## config.mk

```make
export PLATFORM = sky130hd
export DESIGN_NAME = tape_pulse_gen
export DESIGN_NICKNAME = d
export VERILOG_FILES = /design/src/rtl/tape_pkg.sv /design/src/rtl/tape_pulse_timer.sv /design/src/rtl/tape_pulse_gen.sv
export SDC_FILE = /design/constraint.sdc
export NUM_CORES = 1
export LEC_CHECK = 0
export ABC_AREA = 1
export BUFFER_PORTS_ARGS = -buffer_cell sky130_fd_sc_hd__buf_2
export CORE_MARGIN = 2
export CORE_UTILIZATION = 55
export CTS_BUF_LIST = sky130_fd_sc_hd__clkbuf_2 sky130_fd_sc_hd__clkbuf_4 sky130_fd_sc_hd__clkbuf_8
export DETAILED_ROUTE_END_ITERATION = 10
export PLACE_DENSITY = 0.75
export SLEW_MARGIN = 40
export SYNTH_ARGS = -nofsm -noshare
export SYNTH_HDL_FRONTEND = slang
export SYNTH_SLANG_ARGS = --single-unit
```

## constraint.sdc

```tcl
create_clock -name clk -period 6.9 [get_ports clk]
set_input_delay 0.345 -clock clk [delete_from_list [all_inputs] [get_ports clk]]
set_output_delay 0.345 -clock clk [all_outputs]
set_load 0.05 [all_outputs]
```

## src/rtl/tape_pkg.sv

```systemverilog
// Shared state encoding and CPC tape timing defaults
// for the cassette pulse generator.
package tape_pkg;

  localparam int TW = 16;

  typedef enum logic [2:0] {
    IDLE,
    PILOT,
    SYNC1,
    SYNC2,
    DATA,
    TAIL
  } tape_state_e;

  // Standard CPC block timings in 4 MHz ce ticks
  localparam int DEF_PILOT_T   = 2000;
  localparam int DEF_SYNC_T    = 600;
  localparam int DEF_ZERO_T    = 667;
  localparam int DEF_ONE_T     = 1333;
  localparam int DEF_PILOT_LEN = 4096;

endpackage

```

## src/rtl/tape_pulse_timer.sv

```systemverilog
// Pulse-length down-counter with gated decrement,
// expiry strobe and output level toggle.
module tape_pulse_timer #(
  parameter int TW = 16
) (
  input  logic          clk,
  input  logic          rst_ni,
  input  logic          run_i,
  input  logic          load_i,
  input  logic [TW-1:0] load_val_i,
  input  logic          toggle_en_i,
  output logic          expire_o,
  output logic          level_o
);

  logic [TW-1:0] cnt_q, cnt_d;
  logic          level_q, level_d;

  assign expire_o = run_i && (cnt_q == '0);
  assign level_o  = level_q;

  // A reload on expiry wins over the decrement
  always_comb begin
    cnt_d = cnt_q;
    if (load_i) begin
      cnt_d = load_val_i;
    end else if (run_i && cnt_q != '0) begin
      cnt_d = cnt_q - 1'b1;
    end
  end

  assign level_d = level_q ^ (expire_o & toggle_en_i);

  always_ff @(posedge clk or negedge rst_ni) begin
    if (!rst_ni) begin
      cnt_q   <= '0;
      level_q <= 1'b0;
    end else begin
      cnt_q   <= cnt_d;
      level_q <= level_d;
    end
  end

endmodule

```

## src/rtl/tape_pulse_gen.sv

```systemverilog
// CPC cassette signal generator: pilot, two sync
// pulses, then PWM data bits pulled from a byte stream.
module tape_pulse_gen #(
  parameter int TAIL_TICKS = 4000,
  parameter int TW         = tape_pkg::TW
) (
  input  logic          clk,
  input  logic          reset_n,
  input  logic          ce,
  input  logic          motor,
  input  logic          start,
  input  logic [TW-1:0] pilot_len,
  input  logic [TW-1:0] pilot_t,
  input  logic [TW-1:0] sync1_t,
  input  logic [TW-1:0] sync2_t,
  input  logic [TW-1:0] zero_t,
  input  logic [TW-1:0] one_t,
  input  logic [7:0]    din,
  input  logic          din_valid,
  input  logic          din_last,
  output logic          din_ready,
  output logic          tape_out,
  output logic          busy,
  output logic          done,
  output logic          underrun
);

  import tape_pkg::*;

  localparam logic [TW-1:0] TAIL_M1 = TW'(TAIL_TICKS - 1);

  function automatic logic [TW-1:0] m1(
    input logic [TW-1:0] len
  );
    return (len == '0) ? '0 : len - 1'b1;
  endfunction

  tape_state_e   state_q, state_d;
  logic [TW-1:0] pcnt_q, pcnt_d;
  logic [TW-1:0] pt_q, pt_d;
  logic [TW-1:0] s1_q, s1_d;
  logic [TW-1:0] s2_q, s2_d;
  logic [TW-1:0] z_q, z_d;
  logic [TW-1:0] o_q, o_d;
  logic [7:0]    byte_q, byte_d;
  logic [2:0]    bit_q, bit_d;
  logic          half_q, half_d;
  logic          last_q, last_d;
  logic          wait_q, wait_d;
  logic          busy_q, busy_d;
  logic          done_q, done_d;
  logic          und_q, und_d;

  logic          run, expire, load, need;
  logic [TW-1:0] load_val;
  logic [TW-1:0] bit_len, nxt_len;

  assign run = ce & motor & ~wait_q
             & (state_q != IDLE);

  assign bit_len = byte_q[bit_q] ? o_q : z_q;
  assign nxt_len = byte_q[bit_q - 3'd1]
                 ? o_q : z_q;

  tape_pulse_timer #(
    .TW(TW)
  ) u_timer (
    .clk        (clk),
    .rst_ni     (reset_n),
    .run_i      (run),
    .load_i     (load),
    .load_val_i (load_val),
    .toggle_en_i(state_q != TAIL),
    .expire_o   (expire),
    .level_o    (tape_out)
  );

  always_comb begin
    state_d   = state_q;
    pcnt_d    = pcnt_q;
    pt_d      = pt_q;
    s1_d      = s1_q;
    s2_d      = s2_q;
    z_d       = z_q;
    o_d       = o_q;
    byte_d    = byte_q;
    bit_d     = bit_q;
    half_d    = half_q;
    last_d    = last_q;
    wait_d    = wait_q;
    busy_d    = busy_q;
    done_d    = 1'b0;
    und_d     = und_q;
    need      = 1'b0;
    load      = 1'b0;
    load_val  = '0;
    din_ready = 1'b0;

    unique case (state_q)
      IDLE: begin
        if (start && !done_q) begin
          pt_d   = pilot_t;
          s1_d   = sync1_t;
          s2_d   = sync2_t;
          z_d    = zero_t;
          o_d    = one_t;
          pcnt_d = pilot_len;
          busy_d = 1'b1;
          und_d  = 1'b0;
          load   = 1'b1;
          if (pilot_len == '0) begin
            state_d  = SYNC1;
            load_val = m1(sync1_t);
          end else begin
            state_d  = PILOT;
            load_val = m1(pilot_t);
          end
        end
      end
      PILOT: begin
        if (expire) begin
          load = 1'b1;
          if (pcnt_q <= TW'(1)) begin
            state_d  = SYNC1;
            load_val = m1(s1_q);
          end else begin
            pcnt_d   = pcnt_q - 1'b1;
            load_val = m1(pt_q);
          end
        end
      end
      SYNC1: begin
        if (expire) begin
          state_d  = SYNC2;
          load     = 1'b1;
          load_val = m1(s2_q);
        end
      end
      SYNC2: begin
        if (expire) begin
          state_d = DATA;
          need    = 1'b1;
        end
      end
      DATA: begin
        if (expire) begin
          if (!half_q) begin
            half_d   = 1'b1;
            load     = 1'b1;
            load_val = m1(bit_len);
          end else if (bit_q != '0) begin
            bit_d    = bit_q - 3'd1;
            half_d   = 1'b0;
            load     = 1'b1;
            load_val = m1(nxt_len);
          end else if (last_q) begin
            state_d  = TAIL;
            load     = 1'b1;
            load_val = TAIL_M1;
          end else begin
            need = 1'b1;
          end
        end
      end
      TAIL: begin
        if (expire) begin
          state_d = IDLE;
          busy_d  = 1'b0;
          done_d  = 1'b1;
        end
      end
      default: state_d = IDLE;
    endcase

    // A starved fetch parks the timer until a byte arrives
    if (need || wait_q) begin
      if (din_valid) begin
        din_ready = 1'b1;
        byte_d    = din;
        last_d    = din_last;
        bit_d     = 3'd7;
        half_d    = 1'b0;
        wait_d    = 1'b0;
        load      = 1'b1;
        load_val  = m1(din[7] ? o_q : z_q);
      end else begin
        wait_d = 1'b1;
        und_d  = 1'b1;
      end
    end
  end

  always_ff @(posedge clk or negedge reset_n) begin
    if (!reset_n) begin
      state_q <= IDLE;
      pcnt_q  <= '0;
      pt_q    <= '0;
      s1_q    <= '0;
      s2_q    <= '0;
      z_q     <= '0;
      o_q     <= '0;
      byte_q  <= '0;
      bit_q   <= '0;
      half_q  <= 1'b0;
      last_q  <= 1'b0;
      wait_q  <= 1'b0;
      busy_q  <= 1'b0;
      done_q  <= 1'b0;
      und_q   <= 1'b0;
    end else begin
      state_q <= state_d;
      pcnt_q  <= pcnt_d;
      pt_q    <= pt_d;
      s1_q    <= s1_d;
      s2_q    <= s2_d;
      z_q     <= z_d;
      o_q     <= o_d;
      byte_q  <= byte_d;
      bit_q   <= bit_d;
      half_q  <= half_d;
      last_q  <= last_d;
      wait_q  <= wait_d;
      busy_q  <= busy_d;
      done_q  <= done_d;
      und_q   <= und_d;
    end
  end

  assign busy     = busy_q;
  assign done     = done_q;
  assign underrun = und_q;

endmodule

```

; Word-level counts from Yosys, hierarchy flattened
; Index checks and enable logic that the tools add are counted.
[totals]
regBits = 133
wordCells = 164
[op_classes]
add_sub_neg = 11
order_cmp = 3
n_eq_ne = 17
n_mux = 82
bitwise = 6
n_reduce_logical = 28
[op_table]
columns = cell, n
row1 = 16-bit 2-to-1 mux, 26
row2 = 16-bit zero test, 10
row3 = "16-bit by 1-bit subtractor with 16-bit output, second input constant", 10
row4 = 16-bit one-hot mux with 4 select lines, 1
row5 = 3-bit 2-to-1 mux, 16
row6 = 16-bit one-hot mux with 2 select lines, 1
row7 = 1-bit 2-to-1 mux, 30
row8 = 3-bit one-hot mux with 6 select lines, 1
row9 = "16-bit by 1-bit <= comparator with 1-bit output, second input constant", 1
row10 = 16-bit nonzero test, 1
row11 = 12-bit 2-to-1 mux, 1
row12 = "2-bit != test, second input constant", 6
row13 = "2-bit by 1-bit != test with 1-bit output, second input constant", 5
row14 = 10-bit AND reduction, 1
row15 = "3-bit by 4-bit less-than comparator with 1-bit output, second input constant", 2
row16 = 1-bit binary-select mux with 3-bit select, 2
row17 = "3-bit by 2-bit == test with 1-bit output, second input constant", 2
row18 = "3-bit == test, second input constant", 2
row19 = 2-bit nonzero test, 3
row20 = 3-bit nonzero test, 2
row21 = 1-bit AND, 4
row22 = 1-bit one-hot mux with 2 select lines, 2
row23 = 2-bit AND reduction, 2
row24 = 4-bit AND reduction, 1
row25 = 13 further kinds, 15

; Logic depth before layout (Yosys ltp)
[logic_depth]
word_depth = 13
depth_mapped = 24
mapped_depth_nobuf = 22

; Hierarchy
; Synthesis repeated with hierarchy kept, for this count alone.
[unflattened]
cells_unflattened = 1811
hier_area_um2 = 11524.8
[modules_own_cells]
columns = module, instances, cells_each, area_each_um2, seq_area_each_um2
row1 = tape_pulse_gen, 1, 1622, 10189.8, 2902.8
row2 = tape_pulse_timer, 1, 189, 1335.0, 425.4

; Worst setup path before layout
; No wires, ideal clock.
[synth_timing]
kind = flip-flop to flip-flop
startpoint = register bit_q[0]
endpoint = register u_timer.cnt_q[4]
setup_ps = 116
arrival_ps = 2563
required_time_ps = 6784
slack_ps = 4221
stages_incl_launch_ff = 22
synth_period_minus_slack_ps = 2679
path_cell_list = dfrtp_1 > buf_6 > inv_6 > ha_1 > inv_1 > nand3_1 > nand3_2 > buf_2 > nand3_1 > nand2_2 > ha_1 > nand3_4 > nor2_2 > nand2_4 > nand2_1 > nand2_1 > nand3_1 > nand2_1 > nand2_1 > nand3_1 > nand2_1 > nand2_1
[synth_via]
elab_chain_cells = 13
elab_cells_between_ends = 33
[synth_lines]
columns = item, line_no
row1 = "start, declared", tape_pulse_gen.sv:46  ; logic [2:0] bit_q, bit_d;
row2 = "start signal, assigned", tape_pulse_gen.sv:219  ; bit_q <= bit_d;
row3 = 3-bit by 1-bit subtractor with 3-bit output, tape_pulse_gen.sv:62  ; assign nxt_len = byte_q[bit_q - 3'd1]
row4 = 1-bit binary-select mux with 3-bit select, tape_pulse_gen.sv:62
row5 = 1-bit 2-to-1 mux (implied by the code), tape_pulse_gen.sv:62
row6 = 16-bit 2-to-1 mux, tape_pulse_gen.sv:63  ; ? o_q : z_q;
row7 = 16-bit by 1-bit subtractor with 16-bit output or 16-bit zero test (tied branches), tape_pulse_gen.sv:35  ; return (len == '0) ? '0 : len - 1'b1;
row8 = 16-bit 2-to-1 mux, tape_pulse_gen.sv:35
row9 = 16-bit 2-to-1 mux, tape_pulse_gen.sv:151  ; end else if (bit_q != '0) begin
row10 = 16-bit 2-to-1 mux, tape_pulse_gen.sv:147  ; if (!half_q) begin
row11 = 16-bit 2-to-1 mux, tape_pulse_gen.sv:146  ; if (expire) begin
row12 = 16-bit one-hot mux with 4 select lines, tape_pulse_gen.sv:99  ; unique case (state_q)
row13 = 16-bit 2-to-1 mux, tape_pulse_gen.sv:177  ; if (din_valid) begin
row14 = 16-bit 2-to-1 mux, tape_pulse_gen.sv:176  ; if (need || wait_q) begin
row15 = 16-bit 2-to-1 mux, tape_pulse_timer.sv:25  ; if (load_i) begin
row16 = "end signal, assigned", tape_pulse_timer.sv:39  ; cnt_q <= cnt_d;
row17 = "end, declared", tape_pulse_timer.sv:16  ; logic [TW-1:0] cnt_q, cnt_d;
; Parallel ways exist; a longest one is shown, timed or not. The select of a mux whose other input is x is not followed.
; A chain may end at the register's enable or synchronous reset.

; Worst setup path after layout
[layout_timing]
startpoint = register bit_q[0]
endpoint = register u_timer.cnt_q[7]
; The elaborated chain is that of the path after synthesis.

==> impl_metrics.ini <==
[critical_path]
required_ps = 7270
crit_family = simple AND/OR/NAND/NOR gates
crit_path_start_kind = flip-flop
slowest_stage = dfrtp_1
cp-end-kind = flip-flop
path_max_fanout = 27
critical_path_buf_inv_count = 2
path_common_cell = nand2_1
worstSetupPathType = reg -> reg
critPathArrivalTime_ps = 4240
crit_path_max_incr_delay_ps = 580
critical_path.cell_chain = inv_6 -> ha_1 -> inv_1 -> nand3_1 -> nand3_2 -> nand2_4 -> nand2_1 -> nand2_2 -> ha_1 -> nand3_4 -> nor2_2 -> nand2_4 -> nand3_1 -> nand2_1 -> nand3_1 -> nand2_1 -> nand2_1 -> nand2_1 -> nand2_1 -> nand2_1

[place]
pre_cts_ws_ps = 3150
numPortBuffers = 115
place_congestion = 1.08
dp_hpwl_mm = 28.1

[global_routing]
antenna_found_initial = 0
grt_max_degree = 105
gr-total-overflow = 0
grt_pass1_vias = 11000
grt_pass1_wl_mm = 57.8
grt_usage_pct = 33.8

[pwr]
p_int_mw = 2.24
sw_frac_of_total_pct = 51.6
p_leak_nw = 6.15
vdd_drop_max_mv = 0.214
p_clk_share_pct = 14.3
p_switching_mw = 2.40
p_per_area_nw_per_um2 = 373
pwr-share-comb_pct = 55.3
pwr-share-seq_pct = 30.4

[logic_synthesis]
synth-seq-area-share_pct = 29.5
synth-seq-cells = 133
yosys_warnings = 0
yosysUniqueCellTypes = 52
synth_edf_count = 0
yosys.area_share.simple_pct = 37.4
synth_area_leaders = dfrtp_1 29%, nand2_1 18%, o21ai_0 8.7%
synth_compound_area_share_pct = 14.3
syn_nets = 1905
synth_xor_area_share_pct = 7.21
syn_area_per_cell_sq_um = 6.36
async_reset_ff_share_pct = 100
syn_inst = 1775
synth_top_family_by_area = simple AND/OR/NAND/NOR gates
yosysTopAreaCell = dfrtp_1
yosysTopAreaCellShare_pct = 29.5
synthesis.area_sq_um = 11300
ys.flop_type = dfrtp_1
synthMuxAreaShare_pct = 0.177
synthAdderAreaFrac_pct = 2.10

[clock_network]
clock_latency_ps = 480
cts_root_buf = clkbuf_8
cts_buffer_depth = 2
cts_resized = 0
clk_pin_slew_ps = 90
tritoncts = yes
htreeDepth = 4
post_cts_buffers = 0
cts.sinks = 133
cts_buffers = 17

[sta]
fin_ws_ps = 3030
setup_tns_ps = 0
max_slew_margin_pct = 45.1
finalHoldViolations = 0
period_minus_slack_ps = 3870
max_freq_mhz = 258
finClkSkew_ps = 20.3
tightest_slew_ps = 815
rsz0062_at_grt = no
setup_viol = 0
finalMaxSlewViolations = 0
fin_crit_sh_pct = 56.1

[routing]
drc = 0
vias = 12100
vias_per_cell = 5.62
wl_per_cell_um = 16.8
antenna_left = 0
drt-total-wl_mm = 36.1
drt_pass1_iterations = 6
drt_first_iter_violations = 1310

[final_layout]
layout.nets = 1997
mostFrequentLayoutCells = 538 x nand2_1, 199 x inv_1, 196 x o21ai_0, 160 x nor2_1, 142 x nand3_1
layout-area-overhead-vs-synth_pct = 10.1
final_common_cell = nand2_1
drive_gt1_share_pct = 12.5

[floorplanning]
core_area_sq_um = 20200
initial_core_util_pct = 56.0
ioPinCount = 116
die_width_um = 147
die_height_um = 147
rows = 52
die_area_sq_um = 21700

[outcome]
status = finished clean

[run]
maxCapViolCount = 0

[worst_hold_path]
hp-class = in -> reg
==> synth_stat cells, drive strengths merged, types with 3 or more instances <==
library cell	n
clkbuf	32
nor3b	3
nand3	150
a21oi	41
and3	4
o211ai	7
o21ai	214
o211a	3
nand3b	3
nor3	34
xnor2	23
nand4	20
o22ai	5
clkinv	4
xor2	70
nand2	554
nor2	184
inv	209
a31oi	12
nor4	10
ha	19
dfrtp	133
o31ai	4
buf	19
or2	5
==> registers in the layout, summed over array words and instances (netlist names), 3 cells and up <==
signal         flops
pt_q              16
s2_q              16
byte_q             8
s1_q              16
z_q               16
pcnt_q            16
state_q            3
bit_q              3
u_timer.cnt_q     16
o_q               16
==> final timing paths <==
path                                  from                to  slack [ps]  cells past startpoint
setup / recovery                  bit_q[0]  u_timer.cnt_q[7]        3030                     20
min in group asynchronous          reset_n        pcnt_q[12]         450                      2
setup reg to reg                  bit_q[0]  u_timer.cnt_q[7]        3030                     20
hold / removal                   din_valid            wait_q          30                      2
hold reg to reg            u_timer.level_o   u_timer.level_o         470                      1
max in group asynchronous          reset_n            z_q[4]        5230                      3
==> per-stage QoR <==
step | utilization, % | instance area (sq um) | std cells | hold slack, ps | power (mW)
5_1_grt | 61.6 | 12400 | 2150 | 36.4 | 5.04
2_1_floorplan | - | 11300 | 1775 | 49.4 | 3.20
3_3_place_gp | 59.7 | 12000 | 2117 | 441 | 3.87
6_report | 61.7 | 12400 | 2151 | 33.9 | 4.64
4_1_cts | 61.6 | 12400 | 2150 | 22.4 | 4.59
3_5_place_dp | 59.7 | 12000 | 2117 | 439 | 3.91
==> cells by family after synthesis <==
kind of cell	count (synthesis)
AOI/OAI and AO/OA	296
xor gates and xnor gates	93
adders and majority gates	19
buffers and inverters	264
DFF	133
muxes	2
and+or+nand+nor	968
==> cell type report <==
type                    count  area [sq um]
repair buffers            124           658
fillers                  2002          7730
clock inverters            13           124
inverters                 213           805
flip-flops and latches    133          3330
diodes                      1          2.50
well taps                 270           338
multi-input cells        1378          6920
clock buffers              19           255
==> layer usage <==
metal	vias up	global-route usage, %	share of wire (%)
met5	-	0	0
met4	0	9.71	2.3
met2	578	50.1	43
met1	5519	49.8	45
met3	65	7.02	9.4
li1	5919	-	-
==> what timing repair did <==
item / 4_1_cts / 5_1_grt
endpoints found under the hold margin: 78 / 0
hold buffers: 1 / 0
setup endpoints to repair: 0 / 0
==> power groups by stage <==
stage                     Clock [mW]  Sequential [mW]  Combinational (mW)
final                          0.662             1.41                2.57
after global routing           0.704             1.46                2.88
after CTS                      0.672             1.40                2.52
after detailed placement           0             1.42                2.50
after global placement             0             1.41                2.46
after floorplan                    0             1.34                1.86
No activity file was read; power rests on OpenSTA's default activity.
